[src/rtl/param_calculator.sv]
// param_calculator: small register file with a single-cycle ALU and a
// shift-add multiplier; operations are accepted only while IDLE.
module param_calculator #(
    parameter  int WIDTH  = 8,
    parameter  int NREGS  = 4,
    localparam int ADDR_W = $clog2(NREGS)
) (
    input  logic              clk,
    input  logic              rst_n,
    input  logic              in_valid,
    output logic              in_ready,
    input  logic [ADDR_W-1:0] rd_addr,
    input  logic [WIDTH-1:0]  immediate,
    input  logic [ADDR_W-1:0] we_addr,
    input  logic [3:0]        control,
    output logic [WIDTH-1:0]  rd_data,
    output logic              busy,
    output logic              done,
    output logic              flag_z,
    output logic              flag_c
);
    localparam int CNT_W = $clog2(WIDTH);

    typedef enum logic {IDLE, MUL} state_t;

    state_t             state_q, state_d;
    logic [WIDTH-1:0]   regs_q [NREGS];
    logic [2*WIDTH-1:0] acc_q, acc_d, mcand_q;
    logic [WIDTH-1:0]   mplier_q;
    logic [CNT_W-1:0]   cnt_q;
    logic [ADDR_W-1:0]  waddr_q;
    logic               done_q, z_q, c_q;
    logic               accept, mul_last;
    logic [WIDTH-1:0]   op_a, alu_res;
    logic               alu_c;
    logic [WIDTH:0]     sum;
    logic               wr_en, wr_c;
    logic [ADDR_W-1:0]  wr_addr;
    logic [WIDTH-1:0]   wr_data;

    assign op_a     = regs_q[rd_addr];
    assign rd_data  = regs_q[rd_addr];
    assign accept   = in_valid && in_ready;
    assign mul_last = (state_q == MUL) && (cnt_q == CNT_W'(WIDTH-1));
    assign acc_d    = acc_q + (mplier_q[0] ? mcand_q : '0);
    assign done     = done_q;
    assign flag_z   = z_q;
    assign flag_c   = c_q;

    // SUB shares the adder: A + ~B + 1, carry-out means no borrow
    always_comb begin
        sum     = '0;
        alu_res = '0;
        alu_c   = 1'b0;
        unique case (control[2:0])
            3'b000: alu_res = op_a & immediate;
            3'b001: alu_res = op_a | immediate;
            3'b010: begin
                sum     = {1'b0, op_a} + {1'b0, immediate};
                alu_res = sum[WIDTH-1:0];
                alu_c   = sum[WIDTH];
            end
            3'b011: alu_res = WIDTH'(op_a < immediate);
            3'b100: alu_res = op_a & ~immediate;
            3'b101: alu_res = op_a | ~immediate;
            3'b110: begin
                sum     = {1'b0, op_a} + {1'b0, ~immediate} + (WIDTH+1)'(1);
                alu_res = sum[WIDTH-1:0];
                alu_c   = sum[WIDTH];
            end
            3'b111: alu_res = WIDTH'($signed(op_a) < $signed(immediate));
            default: ;
        endcase
    end

    always_comb begin
        wr_en   = 1'b0;
        wr_addr = we_addr;
        wr_data = alu_res;
        wr_c    = alu_c;
        if (mul_last) begin
            wr_en   = 1'b1;
            wr_addr = waddr_q;
            wr_data = acc_d[WIDTH-1:0];
            wr_c    = |acc_d[2*WIDTH-1:WIDTH];
        end else if (accept && !control[3]) begin
            wr_en = 1'b1;
        end
    end

    always_ff @(posedge clk or negedge rst_n) begin
        if (!rst_n) state_q <= IDLE;
        else        state_q <= state_d;
    end

    always_comb begin
        state_d = state_q;
        unique case (state_q)
            IDLE:    if (accept && control[3]) state_d = MUL;
            MUL:     if (mul_last) state_d = IDLE;
            default: state_d = IDLE;
        endcase
    end

    always_comb begin
        in_ready = (state_q == IDLE);
        busy     = (state_q == MUL);
    end

    always_ff @(posedge clk or negedge rst_n) begin
        if (!rst_n) begin
            for (int i = 0; i < NREGS; i++) regs_q[i] <= '0;
            acc_q    <= '0;
            mcand_q  <= '0;
            mplier_q <= '0;
            cnt_q    <= '0;
            waddr_q  <= '0;
            done_q   <= 1'b0;
            z_q      <= 1'b0;
            c_q      <= 1'b0;
        end else begin
            done_q <= wr_en;
            if (wr_en) begin
                regs_q[wr_addr] <= wr_data;
                z_q             <= (wr_data == '0);
                c_q             <= wr_c;
            end
            if (accept && control[3]) begin
                acc_q    <= '0;
                mcand_q  <= {{WIDTH{1'b0}}, op_a};
                mplier_q <= immediate;
                cnt_q    <= '0;
                waddr_q  <= we_addr;
            end else if (state_q == MUL) begin
                acc_q    <= acc_d;
                mcand_q  <= mcand_q << 1;
                mplier_q <= mplier_q >> 1;
                cnt_q    <= cnt_q + CNT_W'(1);
            end
        end
    end
endmodule
[config.mk]
export PLATFORM = sky130hd
export DESIGN_NAME = param_calculator
export DESIGN_NICKNAME = d
export VERILOG_FILES = /design/src/rtl/param_calculator.sv
export SDC_FILE = /design/constraint.sdc
export NUM_CORES = 1
export LEC_CHECK = 0
export BUFFER_PORTS_ARGS = -buffer_cell sky130_fd_sc_hd__buf_2
export CAP_MARGIN = 20
export CORE_UTILIZATION = 56
export CTS_BUF_LIST = sky130_fd_sc_hd__clkbuf_4 sky130_fd_sc_hd__clkbuf_8 sky130_fd_sc_hd__clkbuf_16
export DETAILED_ROUTE_END_ITERATION = 8
export GPL_ROUTABILITY_DRIVEN = 1
export GPL_TIMING_DRIVEN = 1
export PLACE_DENSITY_LB_ADDON = 0.3
export SYNTH_ARGS = -nofsm -noshare
export SYNTH_HDL_FRONTEND = slang
export SYNTH_SLANG_ARGS = --single-unit
[constraint.sdc]
create_clock -name clk -period 3 [get_ports clk]
set_input_delay 0.15 -clock clk [delete_from_list [all_inputs] [get_ports clk]]
set_output_delay 0.15 -clock clk [all_outputs]
set_load 0.05 [all_outputs]
=== After elaboration in Yosys (flattened, before gate mapping) ===
Cells that the tools add are included.

* Add/sub/neg operators: 5
* Multiply operators: 0
* Divide/modulo/power cells: 0
* $lt $le $gt $ge: 5
* Equal/unequal tests: 8
* Shifts and indexed selects: 0
* Mux-type cells: 25
* Bitwise gates (word level): 8
* Reductions and logical operators: 10

{| class="wikitable"
|+ Operators by type and width
! kind !! number
|-
| $mux 16 || 5
|-
| $pmux 8 s8 || 1
|-
| $mux 8 || 6
|-
| $bwmux 32 || 1
|-
| $add 8x8->9 || 2
|-
| $add 16x16->16 || 1
|-
| $and 8x8->8 || 2
|-
| $bmux 8 s2 || 1
|-
| $demux 8 s2 || 1
|-
| $lt 8x8->1 || 2
|-
| $or 8x8->8 || 2
|-
| $eq 3x3->1 const B || 5
|-
| $add 9x1->9 const B || 1
|-
| $logic_not 8->1 || 1
|-
| $not 8->8 || 1
|-
| $reduce_or 8->1 || 1
|-
| $eq 3x2->1 const B || 2
|-
| $ge 3x3->1 const B || 2
|-
| $mux 3 || 2
|-
| $not 2->3 || 2
|-
| $logic_and 1x1->1 || 5
|-
| $mux 1 || 5
|-
| $pmux 1 s2 || 2
|-
| $add 3x1->3 const B || 1
|-
| 7 further kinds || 7
|}

* Flip-flop bits (word level): 81
* Bits in latches: 0
* RAM bits: 0
* ROM bits: 0
* Input port bits: 19
* Output and inout port bits: 13
* Word-level logic and storage cells: 74
* Memories: 0

=== Depth between registers and ports, before layout ===
* Word-level depth: 9
* Mapped depth: 14

=== Worst setup path before layout ===
Ideal clock, no wire load.

* Kind: reg2reg
* Start: register regs_q[0] (netlist name)
* End: register z_q (netlist: flag_z)
* Data arrival time: 3.366 ns
* Slack: -0.470 ns
* Stages on the path, launching flop included: 14
* Buffers on the path: 0
* Period minus slack after synthesis: 3.470 ns
* Cell sequence: dfrtp_1 mux4_2 inv_1 ha_1 inv_1 fa_1 a211oi_1 nor3_1 a31oi_1 xnor2_1 a221oi_1 nor2_1 or4b_1 o41ai_2

* Cells in the longest elaborated chain, start to end: 8

{| class="wikitable"
|+ Ends and longest elaborated chain
! what !! line !! source
|-
| from (decl) || 27 || <nowiki>logic [WIDTH-1:0] regs_q [NREGS];</nowiki>
|-
| from (signal, indexed assignment) || 124 || <nowiki>regs_q[wr_addr] <= wr_data;</nowiki>
|-
| $bmux 8 s2 (*) || - ||
|-
| $mux 8 (*) (2 in series) || - ||
|-
| named net rd_data[0] || 16 || <nowiki>output logic [WIDTH-1:0] rd_data,</nowiki>
|-
| $add 8x8->9 || 67 || <nowiki>sum = {1'b0, op_a} + {1'b0, ~immediate} + (WIDTH+1)'(1);</nowiki>
|-
| $add 9x1->9 || 67 ||
|-
| $pmux 8 s8 (*) || 55 || <nowiki>unique case (control[2:0])</nowiki>
|-
| $mux 8 (*) || 81 || <nowiki>if (mul_last) begin</nowiki>
|-
| $logic_not 8->1 (*) || 125 || <nowiki>z_q <= (wr_data == '0);</nowiki>
|-
| to (signal assigned) || 125 ||
|-
| to (decl) || 32 || <nowiki>logic done_q, z_q, c_q;</nowiki>
|}

The timed path passes the listed nets; every way through them passes the cells marked *. The select of a mux whose other input is x is not followed.
A chain may end at the register's enable or synchronous reset.

=== Worst setup path after layout ===
* Start: register regs_q[0] (netlist name)
* End: register z_q (netlist: flag_z)

* Cells in the longest elaborated chain, start to end: 8

{| class="wikitable"
|+ Ends and longest elaborated chain
! what !! line !! source
|-
| $bmux 8 s2 (*) || 41 || <nowiki>assign op_a = regs_q[rd_addr];</nowiki>
|-
| $mux 8 (not written as such) (*) (2 in series) || 41 ||
|-
| $add 8x8->9 || 67 ||
|-
| $add 9x1->9 || 67 ||
|-
| $pmux 8 s8 (*) || 55 ||
|-
| $mux 8 (*) || 81 ||
|-
| $logic_not 8->1 (*) || 125 ||
|}

Every way passes the cells marked *; elsewhere a longest branch is shown, timed or not. The select of a mux whose other input is x is not followed.

==> run metrics <==
Yosys cell types=57; Syn Inst Count=563; Synth Area in XOR/XNOR=4.30%; setup violators final=26; R2R cell count=13; vias=4558; nature of the critical path endpoint=flip-flop; CTS tree=done; Detailed Place HPWL=9680 um; IO Port Bufs=31; crit path DAT=3.58 ns; clock sink count=81; Worst setup startpoint=regs_q[0]; Worst-Skew Late Latency=0.37 ns; compound-cell area share of the yosys netlist=15.6%; adder-cell share of the synthesized area=10.5%; Peak VDD IR=0.700 mV; Simple-Gate Fraction of Synth Area=15.4%; Inst Count DP=733; worst r2r dst=flag_z; Placeable Area=0.00920 sq mm; Yosys top cell by area=dfrtp_1; ant diodes=0; post-layout min period=3.32 ns; share of the synthesized area in the top cell type=38.3%; number of synthesized register bits=81; vias in the first global route=4400; Total GRT Usage=28.8%; Warnings, synthesis=0; unrepaired setup endpoints after global routing=yes; cts bufs inserted=9; Routability Congestion=0.980; failing checks=setup timing; drt wl/cell=18.2 um; Max clock buf depth=2; global route overflow=0; hold slack=0.0340 ns; sequential fraction of the synthesis area=38.3%; die area=0.00984 sq mm; fin area=0.00639 sq mm; H-Tree Depth=3; Post-Syn Area=0.00529 sq mm; mux contribution to synthesized area=12.2%; initial drt markers=303; fmax=0.301 GHz; Hold Path Class=input pin to flip-flop; R2R Path Start=regs_q[0]; Reg clk slew, reported paths=0.10 ns; final cell count without fillers=758; worst slew pin tran=0.980 ns; maxcap violations=0; Leak=3.03 nW; setup slack, reg-to-reg=-0.32 ns; syn_nets=618; Final nets=697; Worst Path Max Fanout=3; DP Worst Slack=-0.333 ns; asr flop ratio synth=100%; hold wc startpoint=we_addr[0]; Slew headroom=34.4%; DP Area=0.00591 sq mm; Post-synth EDFFs=0; CP startpoint kind=flip-flop; area grow syn2layout=20.8%; DRT antenna net count=0; Worst Hold End=waddr_q[0]; initial antenna violation count=0; Final WS setup=-0.319 ns; most frequent cells in the layout=nand2_1, dfrtp_1, buf_4; die height=99.2 um; largest net degree at the start of global routing=82; main combinational cell family by area after synthesis=compound AO/OA/AOI/OAI gates; IO Pins=32; Root Buffer=clkbuf_8; first-pass GRT wire length=22000 um; vias per cell=6.01; Setup CP Type=flip-flop to flip-flop; commonest non-fill, non-tap cell in the layout=nand2_1; Die Width=99.2 um; hold depth=3; DRT Pass-1 Iters=5; power per cell area=982 mW/mm^2; row cnt=35; layout cells sized above 1=27.5%; Synth area leaders=dfrtp_1, ha_1, mux2_2; final hold vios=0; effective utilization at floorplan=57.5%; average size of a mapped cell=9.40 sq um; status=finished, violations left; Tcrit/Tclk final=111%; Routed WL=13800 um; Critical Path RT=3.26 ns; Max Slew Vio Count=0; prevailing post-synth register cell=dfrtp_1; Clock Skew=0.0190 ns; drc violations=0
-- how the worst max path moves through the flow --
stage                     depth (start not counted)     end
final                                            13  flag_z
after global placement                           13  flag_z
after CTS                                        12  flag_z
after detailed placement                         13  flag_z
after global routing                             13  flag_z
after floorplan                                  13  flag_z
-- cells in the mapped netlist, types with 14 or more instances --
cell type,n
a21oi_1,24
and2_1,15
clkbuf_1,20
dfrtp_1,81
ha_1,33
inv_1,23
mux2_2,33
nand2_1,95
nor2_1,28
o21ai_0,51
xor2_1,14
-- cell type report --
cell class / instances / area, sq um
flip-flops and latches: 81 / 2030
multi-input cells: 431 / 3260
fillers: 680 / 2800
clock inverters: 7 / 83.8
clock buffers: 9 / 124
repair buffers: 95 / 664
inverters: 24 / 92.6
well taps: 111 / 139
-- metal layers --
metal / vias up / share of wire (%) / track usage [%]
met2: 152 / 48 / 45.6
met5: - / 0 / 0
li1: 2151 / - / -
met1: 2224 / 45 / 40.0
met4: 0 / 2.8 / 12.4
met3: 31 / 4.8 / 4.29
-- flip-flops by register name (all words and copies together), names as in the netlist, 2 cells and up --
register,flops
cnt_q,3
acc_q,16
mcand_q,16
mplier_q,8
waddr_q,2
regs_q,32
-- critical path: stages (launching register included) --
cell	delay, ns
dfrtp_1	0.40
mux4_2	0.55
inv_2	0.11
ha_4	0.14
inv_4	0.04
fa_2	0.35
a211oi_2	0.22
nor3_1	0.08
a31oi_1	0.17
xnor2_1	0.10
a221oi_2	0.24
nor2_1	0.09
or4b_4	0.52
o41ai_2	0.20
-- cells by family after synthesis --
| group | Yosys count |
|---|---|
| mux | 49 |
| flops | 81 |
| fa+ha+maj | 44 |
| buf+inv | 51 |
| compound gates | 132 |
| simple gates | 180 |
| xor+xnor | 26 |
-- stage by stage --
| step | setup TNS, ns | util [%] | power (W) |
|---|---|---|---|
| finish | -3.90 | 69.5 | 0.00627 |
| global route | -7.56 | 69.5 | 0.00669 |
| CTS | -2.61 | 68.1 | 0.00610 |
| detailed placement | -3.91 | 64.2 | 0.00507 |
| global placement | -2.79 | 64.2 | 0.00496 |
| floorplan | -0.444 | - | 0.00399 |
-- power breakdown --
part,switching [W],internal [W]
Sequential,0.000307,0.00156
Clock,0.000452,0.000401
Combinational,0.00199,0.00156
Total,0.00275,0.00352
-- repair_timing --
item / 4_1_cts / 5_1_grt
hold endpoints to repair: 31 / 0
setup endpoints to repair: 22 / 26
pin swaps: 4 / 9
hold buffers: 1 / 0
setup buffers: 7 / 4
gates resized for setup: 22 / 21
No activity file was read; power rests on OpenSTA's default activity.
